[src/rtl/fir_pkg.sv]
// Shared definitions for the FIR controller and its datapath: state encoding
// and the default tap-count parameters.
package fir_pkg;

    localparam int COEFNUM_DEFAULT    = 64;
    localparam int LOGCOEFNUM_DEFAULT = 6;
    localparam int SCNTW_DEFAULT      = 16;

    typedef enum logic [1:0] {
        IDLE  = 2'd0,
        ACCUM = 2'd1,
        DONE  = 2'd2
    } fir_state_t;

endpackage

[src/rtl/fir_beat_counter.sv]
// Beat counter for the accumulate phase: enable, synchronous clear and a
// terminal-count flag; wraps naturally through its full binary range.
module fir_beat_counter #(
    parameter int               WIDTH    = 6,
    parameter logic [WIDTH-1:0] TERMINAL = '1
) (
    input  logic             clock,
    input  logic             reset,
    input  logic             clr,
    input  logic             en,
    output logic [WIDTH-1:0] count,
    output logic             tc
);

    always_ff @(posedge clock) begin
        if (!reset) begin
            count <= '0;
        end else if (clr) begin
            count <= '0;
        end else if (en) begin
            count <= count + WIDTH'(1);
        end
    end

    assign tc = (count == TERMINAL);

endmodule

[src/rtl/fir_controller.sv]
// Sequencing FSM for the FIR datapath: sample handshake, COEFNUM MAC beats,
// result handshake, and a sticky cross-check of the datapath counter carry.
module fir_controller
    import fir_pkg::*;
#(
    parameter int COEFNUM    = COEFNUM_DEFAULT,
    parameter int LOGCOEFNUM = LOGCOEFNUM_DEFAULT,
    parameter int SCNTW      = SCNTW_DEFAULT
) (
    input  logic             clock,
    input  logic             reset,
    input  logic             in_valid,
    output logic             in_ready,
    output logic             out_valid,
    input  logic             out_ready,
    input  logic             cnt_co,
    output logic             load,
    output logic             clr_res,
    output logic             loadres,
    output logic             cnt_en,
    output logic             busy,
    output logic             err,
    output logic [SCNTW-1:0] samples_done
);

    fir_state_t            state_q;
    fir_state_t            state_d;
    logic [LOGCOEFNUM-1:0] beat;
    logic                  beat_last;
    logic                  accept;
    logic                  deliver;
    logic                  carry_bad;
    logic                  in_ready_c;
    logic                  out_valid_c;
    logic                  loadres_c;
    logic                  cnt_en_c;
    logic                  busy_c;
    logic                  err_q;
    logic [SCNTW-1:0]      done_cnt_q;

    fir_beat_counter #(
        .WIDTH    (LOGCOEFNUM),
        .TERMINAL (LOGCOEFNUM'(COEFNUM - 1))
    ) u_beat (
        .clock (clock),
        .reset (reset),
        .clr   (accept),
        .en    (cnt_en_c),
        .count (beat),
        .tc    (beat_last)
    );

    always_ff @(posedge clock) begin
        if (!reset) begin
            state_q <= IDLE;
        end else begin
            state_q <= state_d;
        end
    end

    always_comb begin
        state_d     = state_q;
        accept      = 1'b0;
        deliver     = 1'b0;
        in_ready_c  = 1'b0;
        out_valid_c = 1'b0;
        loadres_c   = 1'b0;
        cnt_en_c    = 1'b0;
        busy_c      = 1'b0;
        carry_bad   = cnt_co;
        case (state_q)
            IDLE: begin
                in_ready_c = 1'b1;
                if (in_valid) begin
                    accept  = 1'b1;
                    state_d = ACCUM;
                end
            end
            ACCUM: begin
                cnt_en_c  = 1'b1;
                loadres_c = 1'b1;
                busy_c    = 1'b1;
                // Termination follows our own beat count; the carry is only checked.
                carry_bad = (cnt_co != beat_last);
                if (beat_last) begin
                    state_d = DONE;
                end
            end
            DONE: begin
                out_valid_c = 1'b1;
                busy_c      = 1'b1;
                if (out_ready) begin
                    deliver = 1'b1;
                    state_d = IDLE;
                end
            end
            default: begin
                state_d = IDLE;
            end
        endcase
    end

    always_ff @(posedge clock) begin
        if (!reset) begin
            err_q      <= 1'b0;
            done_cnt_q <= '0;
        end else begin
            if (carry_bad) begin
                err_q <= 1'b1;
            end
            if (deliver) begin
                done_cnt_q <= done_cnt_q + SCNTW'(1);
            end
        end
    end

    // Every output is held low while reset is asserted, even before the first edge.
    assign in_ready     = reset & in_ready_c;
    assign out_valid    = reset & out_valid_c;
    assign load         = reset & accept;
    assign clr_res      = reset & accept;
    assign loadres      = reset & loadres_c;
    assign cnt_en       = reset & cnt_en_c;
    assign busy         = reset & busy_c;
    assign err          = reset & err_q;
    assign samples_done = reset ? done_cnt_q : '0;

endmodule

[config.mk]
export PLATFORM = sky130hd
export DESIGN_NAME = fir_controller
export DESIGN_NICKNAME = d
export VERILOG_FILES = /design/src/rtl/fir_pkg.sv /design/src/rtl/fir_beat_counter.sv /design/src/rtl/fir_controller.sv
export SDC_FILE = /design/constraint.sdc
export NUM_CORES = 1
export LEC_CHECK = 0
export ABC_AREA = 1
export CORE_ASPECT_RATIO = 2
export CORE_UTILIZATION = 55
export CTS_CLUSTER_SIZE = 16
export DETAILED_ROUTE_END_ITERATION = 12
export PLACE_DENSITY_LB_ADDON = 0.25
export SLEW_MARGIN = 20
export SYNTH_ARGS = -nofsm -noshare
export SYNTH_HDL_FRONTEND = slang
export SYNTH_SLANG_ARGS = --single-unit
[constraint.sdc]
create_clock -name clock -period 3 [get_ports clock]
set_input_delay 0.45 -clock clock [delete_from_list [all_inputs] [get_ports clock]]
set_output_delay 0.45 -clock clock [all_outputs]
set_load 0.05 [all_outputs]
* Yosys cells after proc, flatten, opt, wreduce, memory -nomap -nowiden
Cells that the tools add are included.
** Operators by class
- Equality and inequality tests :: 7
- Add/subtract/negate cells :: 2
- Bitwise logic cells :: 7
- Multiplexer cells :: 14
- Reduce and logical (&&, ||, !) cells :: 4
** Operators by type and width (count)
- adder 16 x 1 -> 16 bit (second input constant) :: 1
- two-way mux 16 bit :: 1
- two-way mux 1 bit :: 9
- adder 6 x 1 -> 6 bit (second input constant) :: 1
- bitwise AND 1 bit :: 6
- equality test 6 bit (second input constant) :: 1
- two-way mux 2 bit :: 3
- inequality test 2 bit (second input constant) :: 3
- one-hot mux 2 bit (3 select lines) :: 1
- OR reduction 2 bit :: 2
- AND reduction 3 bit :: 1
- equality test 2 x 1 -> 1 bit (second input constant) :: 1
- equality test 2 bit (second input constant) :: 1
- zero test 2 bit :: 1
- inequality test 1 bit :: 1
- NOT 1 bit :: 1
** Word-level totals
- Bits in registers :: 25
- Bits of input ports :: 5
- Word-level logic and storage cells :: 38

* Longest topological paths before layout
Gate-level depths: netlist of the first run.
- Depth in word-level cells :: 4
- Mapped depth :: 9
- Gate-level depth less buffers :: 9

* Hierarchy
A second synthesis of the first run with hierarchy kept.
** Second synthesis, totals
- Cell total of the unflattened synthesis :: 242
- Area, all modules :: 1515.2 um2
** By module, submodules not included
- fir_controller :: area each 1243.7 um2, cells each 204, times used 1, seq. area each 380.4 um2
- fir_beat_counter :: area each 271.5 um2, cells each 38, times used 1, seq. area each 120.1 um2

* Worst setup path after synthesis of the first run
Ideal clock, no wire load.
- Kind :: input -> output
- Start :: input reset
- End :: output load
- Path slack :: 757 ps
- Path buffers :: 3
- Stages :: 5
- Data arrival time :: 1793 ps
- Cell sequence :: buf_2 buf_4 nand2_1 nor2_1 buf_4
** Between the ends
- Word-level cells in the longest chain between the ends :: 1
** RTL lines
- start: declaration :: RTL line fir_controller.sv:11 : input logic reset,
- bitwise AND 1 bit
- end: declaration :: RTL line fir_controller.sv:17 : output logic load,
Every way passes these cells.

* Worst setup path after layout of the first run
- Start :: input reset
- End :: output clr_res
** Between the ends
- Word-level cells in the longest chain between the ends :: 1
** RTL lines
- bitwise AND 1 bit :: RTL line fir_controller.sv:121 : assign clr_res = reset & accept;
- end: declaration :: RTL line fir_controller.sv:18 : output logic clr_res,
Every way passes these cells.

==> reports/qor.txt, run 1 <==
Share of cells above drive strength 1: 15.8%
H-tree levels: 1
Clock share of power: 20.9%
Hold-fix buffers at CTS: 0
HP Class: reg2reg
Grt ovf: 0
Crit share post-route: 73.2%
Register clock-pin slew on the reported worst setup and hold paths: 90 ps
Die H: 75.9 um
Worst clock skew: 1.94 ps
Outcome: finished clean
Layout area overhead: 38.6%
Pre-antenna DRT Iters: 5
Nets: 273
Netlist cell types: 25
VDD IR-drop max: 386 uV
HPWL Detailed: 2650 um
Vias in the first global route: 1418
Number of synthesized register bits: 25
Area of the core: 2570 sq um
Die Wd: 39.0 um
Comb pwr share: 42.0%
Slowest-stage cell, CP: clkdlybuf4s50_1
WS Path Type: in2out
Cell Chain, Critical Path: clkdlybuf4s50_1 > buf_4 > nand2_1 > nor2_1 > buf_12
Worst setup EP type: output pin
Top Ports: 29
Tmin final: 2200 ps
RSZ-0062 raised after global routing: no
Global-route wire length before repair: 5710 um
Actual slew at the worst max-slew pin: 381 ps
Vias per cell: 5.12
WP data required: 2550 ps
Final cell count without fillers: 288
Sink Count: 25
Syn_nets: 244
Critical Path Source Type: primary input
CTS tree: done
Worst-Skew Late Latency: 280 ps
Antenna diodes: 0
Cells after synthesis: 232
Pin count of the biggest net entering global routing: 20
Setup violations, final: 0
Leakage power: 1.02 nW
Peak Freq: 0.455 GHz
Sum Neg Setup Slack: 0 ps
Reg power frac: 37.0%
CP max stage delay: 480 ps
Clock Path Buffers: 2
Worst rel slew slack: 74.5%
RePlAce Congestion: 0.829
Antenna Violating Nets Remaining: 0
P per Cell Area: 479 nW/um^2
Avg WL per Cell: 11.7 um
Worst EP arrival: 1750 ps
Initial antenna violation count: 0
Switch share: 38.0%
Int Pwr: 619 uW
Routed wire length: 3370 um
Total CTS buffers: 3
WHS: 490 ps
Vias: 1474
Synthesized cell area: 1500 sq um
Switching Power: 379 uW
# placed instances: 284
Overall Global Routing Usage: 27.1%
Full die area: 2960 sq um
Max-slew violation count: 0
Final Hold Fails: 0
IO Port Bufs: 28
Residual DRC: 0
DR iter-0 viols: 34
Power Total: 998 uW
# Max-Cap Violations: 0
Initial Util: 58.5%
Row count: 26
CTS Root Cell: clkbuf_8
Sequential-to-total area share from yosys stat: 33.3%
Max FO, Critical Path: 19
Layout Utilization: 81.1%
Setup Buffers After CTS: 0
Cts repair resizes: 0
Mean Syn Cell Area: 6.48 sq um
Ys Warns: 0
state kept, by name, indices dropped and copies added, names as in the netlist:
register,count
u_beat.count,6
state_q,2
err_q,1
done_cnt_q,16
power by group through the flow:
stage / Clock (mW) / Combinational [mW] / Sequential, mW
6_report: 0.209 / 0.419 / 0.370
5_1_grt: 0.219 / 0.452 / 0.373
4_1_cts: 0.209 / 0.419 / 0.370
3_5_place_dp: 0 / 0.416 / 0.378
3_3_place_gp: 0 / 0.410 / 0.377
2_1_floorplan: 0 / 0.255 / 0.374
cell usage after synthesis:
cell       n  area (sq um)
nand3_2    2          20.0
xnor2_1    3          26.3
o21ai_0    4          20.0
a21oi_1    7          35.0
nor3b_1    1          7.51
clkbuf_1   2          7.51
o21ai_1    1          5.00
nor2_2     4          25.0
nor3_2     1          10.0
and3_1     1          6.26
nand4_1    7          43.8
nand3_1    8          40.0
xor2_1     4          35.0
inv_1     46           173
a22oi_1    1          7.51
buf_2      1          5.00
nand3b_1   2          15.0
nand2_2    3          18.8
ha_1       7          87.6
nor3_4     1          16.3
nor2_4     1          11.3
buf_4      3          22.5
dfxtp_1   25           500
nand2_1   66           248
nor2_1    31           116
routing by layer:
layer	track usage (%)	routed length (um)	vias up
li1	-	-	754
met1	22.5	1160	685
met2	52.3	2050	27
met3	2.92	64	8
met4	15.9	95	0
met5	0	0	-
kinds of logic (layout without fill, tap and decap cells):
| family | after synthesis | count (layout) | share of synthesized area, % |
|---|---|---|---|
| DFF | 25 | 25 | 33.3 |
| buffers and inverters | 52 | 80 | 13.8 |
| AOI/OAI and AO/OA | 13 | 13 | 4.50 |
| xor gates and xnor gates | 7 | 7 | 4.08 |
| adders and majority gates | 7 | 7 | 5.83 |
| and+or+nand+nor | 128 | 128 | 38.5 |
path summary, 6_finish.rpt:
path                                  from          to  slack, ps  cells past startpoint
worst min register to register  state_q[1]  state_q[1]        490                      2
worst max-delay path                 reset     clr_res        800                      5
worst min-delay path            state_q[1]  state_q[1]        490                      2
worst max register to register  state_q[1]       err_q       1440                      9
worst max-delay path: cells and delay by family:
family	cells	cell delay, ps
buffers and inverters	3	890
AND/OR/NAND/NOR	2	400
area by class of cell:
| cell class | count | area [sq um] |
|---|---|---|
| clock buffers | 4 | 45.0 |
| well taps | 28 | 35.0 |
| repair buffers | 30 | 536 |
| inverters | 46 | 173 |
| multi-input cells | 155 | 795 |
| flip-flops and latches | 25 | 500 |
| fillers | 185 | 487 |
placed cells by master, fill, tap and decap left out, drive strengths merged:
master / count
nor3b: 1
a22oi: 1
xnor2: 3
xor2: 4
a21oi: 7
dfxtp: 25
nand2: 69
clkbuf: 4
nand3b: 2
nor3: 2
o21ai: 5
clkdlybuf4s50: 4
and3: 1
nand4: 7
inv: 46
ha: 7
buf: 26
nand3: 10
nor2: 36
per-stage QoR:
step / setup slack, ps / instance area (sq um)
2_1_floorplan: 757 / 1500
3_3_place_gp: 832 / 2040
3_5_place_dp: 817 / 2040
4_1_cts: 813 / 2080
5_1_grt: 722 / 2080
6_report: 804 / 2080
(Power assumes the default switching activity.)
==> run 2, diff against run 1 <==
- CORE_UTILIZATION: 55 -> 46
- clock period: 3 -> 2 ns (I/O delays scaled with it)
==> run 2 against run 1 <==
Compared with the run above:
- global-route usage down 6.6 points
- design area increased by 0.54%
- sequential share of layout area down 0.13 points
- critical path depth fell by 1
- hold slack improved by 2.6 ps
- sequential cell count is the same
- clock-buffer cell count unchanged
- utilization decreased by 15 points
- routed wire length down 1.1%
- sequential power up 50%
- clock power grew 41%
- largest power group unchanged
==> reports/qor.txt, run 2 (synthesis gave the netlist of run 1 again) <==
CP max stage delay: 640 ps
Max-slew violation count: 0
Grt ovf: 0
Fillers: 270
Final Hold Fails: 0
Setup ws final: 116 ps
Worst EP arrival: 1580 ps
Tmin final: 1880 ps
IO Port Bufs: 28
Peak Freq: 0.531 GHz
Slowest-stage cell, CP: clkdlybuf4s50_1
Sum Neg Setup Slack: 0 ps
HPWL Detailed: 2720 um
Largest register FFs: 16
Antenna diodes: 0
Final cell count without fillers: 292
Initial Util: 47.6%
Share of cells above drive strength 1: 16.1%
Clock Path Buffers: 2
Vias: 1448
Pre-antenna DRT Iters: 4
Crit share post-route: 94.2%
H-tree levels: 1
Nets: 274
Commonest non-fill, non-tap cell in the layout: nand2_1
P per Cell Area: 704 nW/um^2
Setup Buffers After CTS: 0
CTS tree: done
Antenna Violating Nets Remaining: 0
Max FO, Critical Path: 9
Row count: 29
Residual DRC: 0
Top Ports: 29
Die H: 82.8 um
Top Family by Delay on Critical Path: buffers and inverters
DR iter-0 viols: 30
Avg WL per Cell: 11.4 um
WHS: 493 ps
Worst rel slew slack: 67.4%
Area of the core: 3160 sq um
RePlAce Congestion: 0.877
Int Pwr: 926 uW
Worst clock skew: 0.831 ps
Layout area overhead: 39.4%
Pin count of the biggest net entering global routing: 14
RSZ-0062 raised after global routing: no
# Max-Cap Violations: 0
Leakage power: 1.02 nW
Place WS: 113 ps
Routed wire length: 3340 um
Most frequent cells in the layout: 66 x nand2_1, 46 x inv_1, 31 x nor2_1
Setup violations, final: 0
Largest Register: done_cnt_q
Cts repair resizes: 0
Outcome: finished clean
HP Class: reg2reg
Critical Path Source Type: primary input
Hold-fix buffers at CTS: 0
Layout Utilization: 66.3%
WS Path Type: in2out
Cell count of the worst reg-to-reg path: 7
Top flop regs: done_cnt_q (16), u_beat.count (6), state_q (2)
Cell Chain, Critical Path: clkdlybuf4s50_1 > nand2_1 > nor2_1 > buf_12
CP bufs+invs: 2
Total CTS buffers: 3
Actual slew at the worst max-slew pin: 484 ps
CTS Root Cell: clkbuf_8
Overall Global Routing Usage: 20.5%
Comb pwr share: 42.4%
Clock share of power: 20.0%
Switch share: 37.2%
Vias per cell: 4.96
Levels on crit path: 4
WP data required: 1700 ps
Reg power frac: 37.6%
Switching Power: 549 uW
Vias in the first global route: 1469
Initial antenna violation count: 0
# placed instances: 288
Worst-Skew Late Latency: 260 ps
Global-route wire length before repair: 5680 um
VDD IR-drop max: 452 uV
Cell depth of the worst hold path: 2
Worst setup EP type: output pin
Register clock-pin slew on the reported worst setup and hold paths: 80 ps
Sink Count: 25
Die Wd: 42.4 um
Full die area: 3510 sq um
==> run 2: area by class of cell <==
type | count | area (sq um) | area share, %
flip-flops and latches | 25 | 500 | 23.9
clock buffers | 4 | 45.0 | 2.15
repair buffers | 31 | 543 | 25.9
inverters | 46 | 173 | 8.24
well taps | 31 | 38.8 | 1.85
multi-input cells | 155 | 795 | 37.9
==> run 2: per-layer routing <==
metal	GRT usage, %	share of wire (%)	up-vias
met5	0	0	-
met1	17.2	35	654
met4	14.5	3.8	0
li1	-	-	755
met2	40.3	59	29
met3	1.96	2.5	10
==> run 2: path summary, 6_finish.rpt <==
kind	slack [ps]	endpoint	start
hold / removal	490	state_q[1]	state_q[1]
setup reg to reg	400	done_cnt_q[9]	state_q[0]
setup / recovery	120	load	reset
hold reg to reg	490	state_q[1]	state_q[1]
==> run 2: metrics by stage <==
stage | total power [mW] | area (sq um)
final | 1.47 | 2090
after global routing | 1.55 | 2090
after CTS | 1.49 | 2090
after detailed placement | 1.20 | 2050
after global placement | 1.18 | 2050
after floorplan | 0.943 | 1500
==> run 2: worst register-to-register path, delay by kind of cell, from the launching register on <==
family	cells	cell delay (ps)
buffers and inverters	1	110
adders and majority gates	1	290
DFF	1	340
and+or+nand+nor	5	760
==> run 2: power groups by stage <==
stage,clock network [mW],logic [mW],registers [mW]
finish,0.294,0.626,0.554
global route,0.318,0.674,0.559
global placement,0,0.620,0.565
CTS,0.304,0.631,0.555
detailed placement,0,0.630,0.567
floorplan,0,0.382,0.560
==> run 3, diff against run 2 <==
- TNS_END_PERCENT: unset -> 50
==> results of run 3 <==
The final DEF is identical to that of run 2; final timing and power are the same.
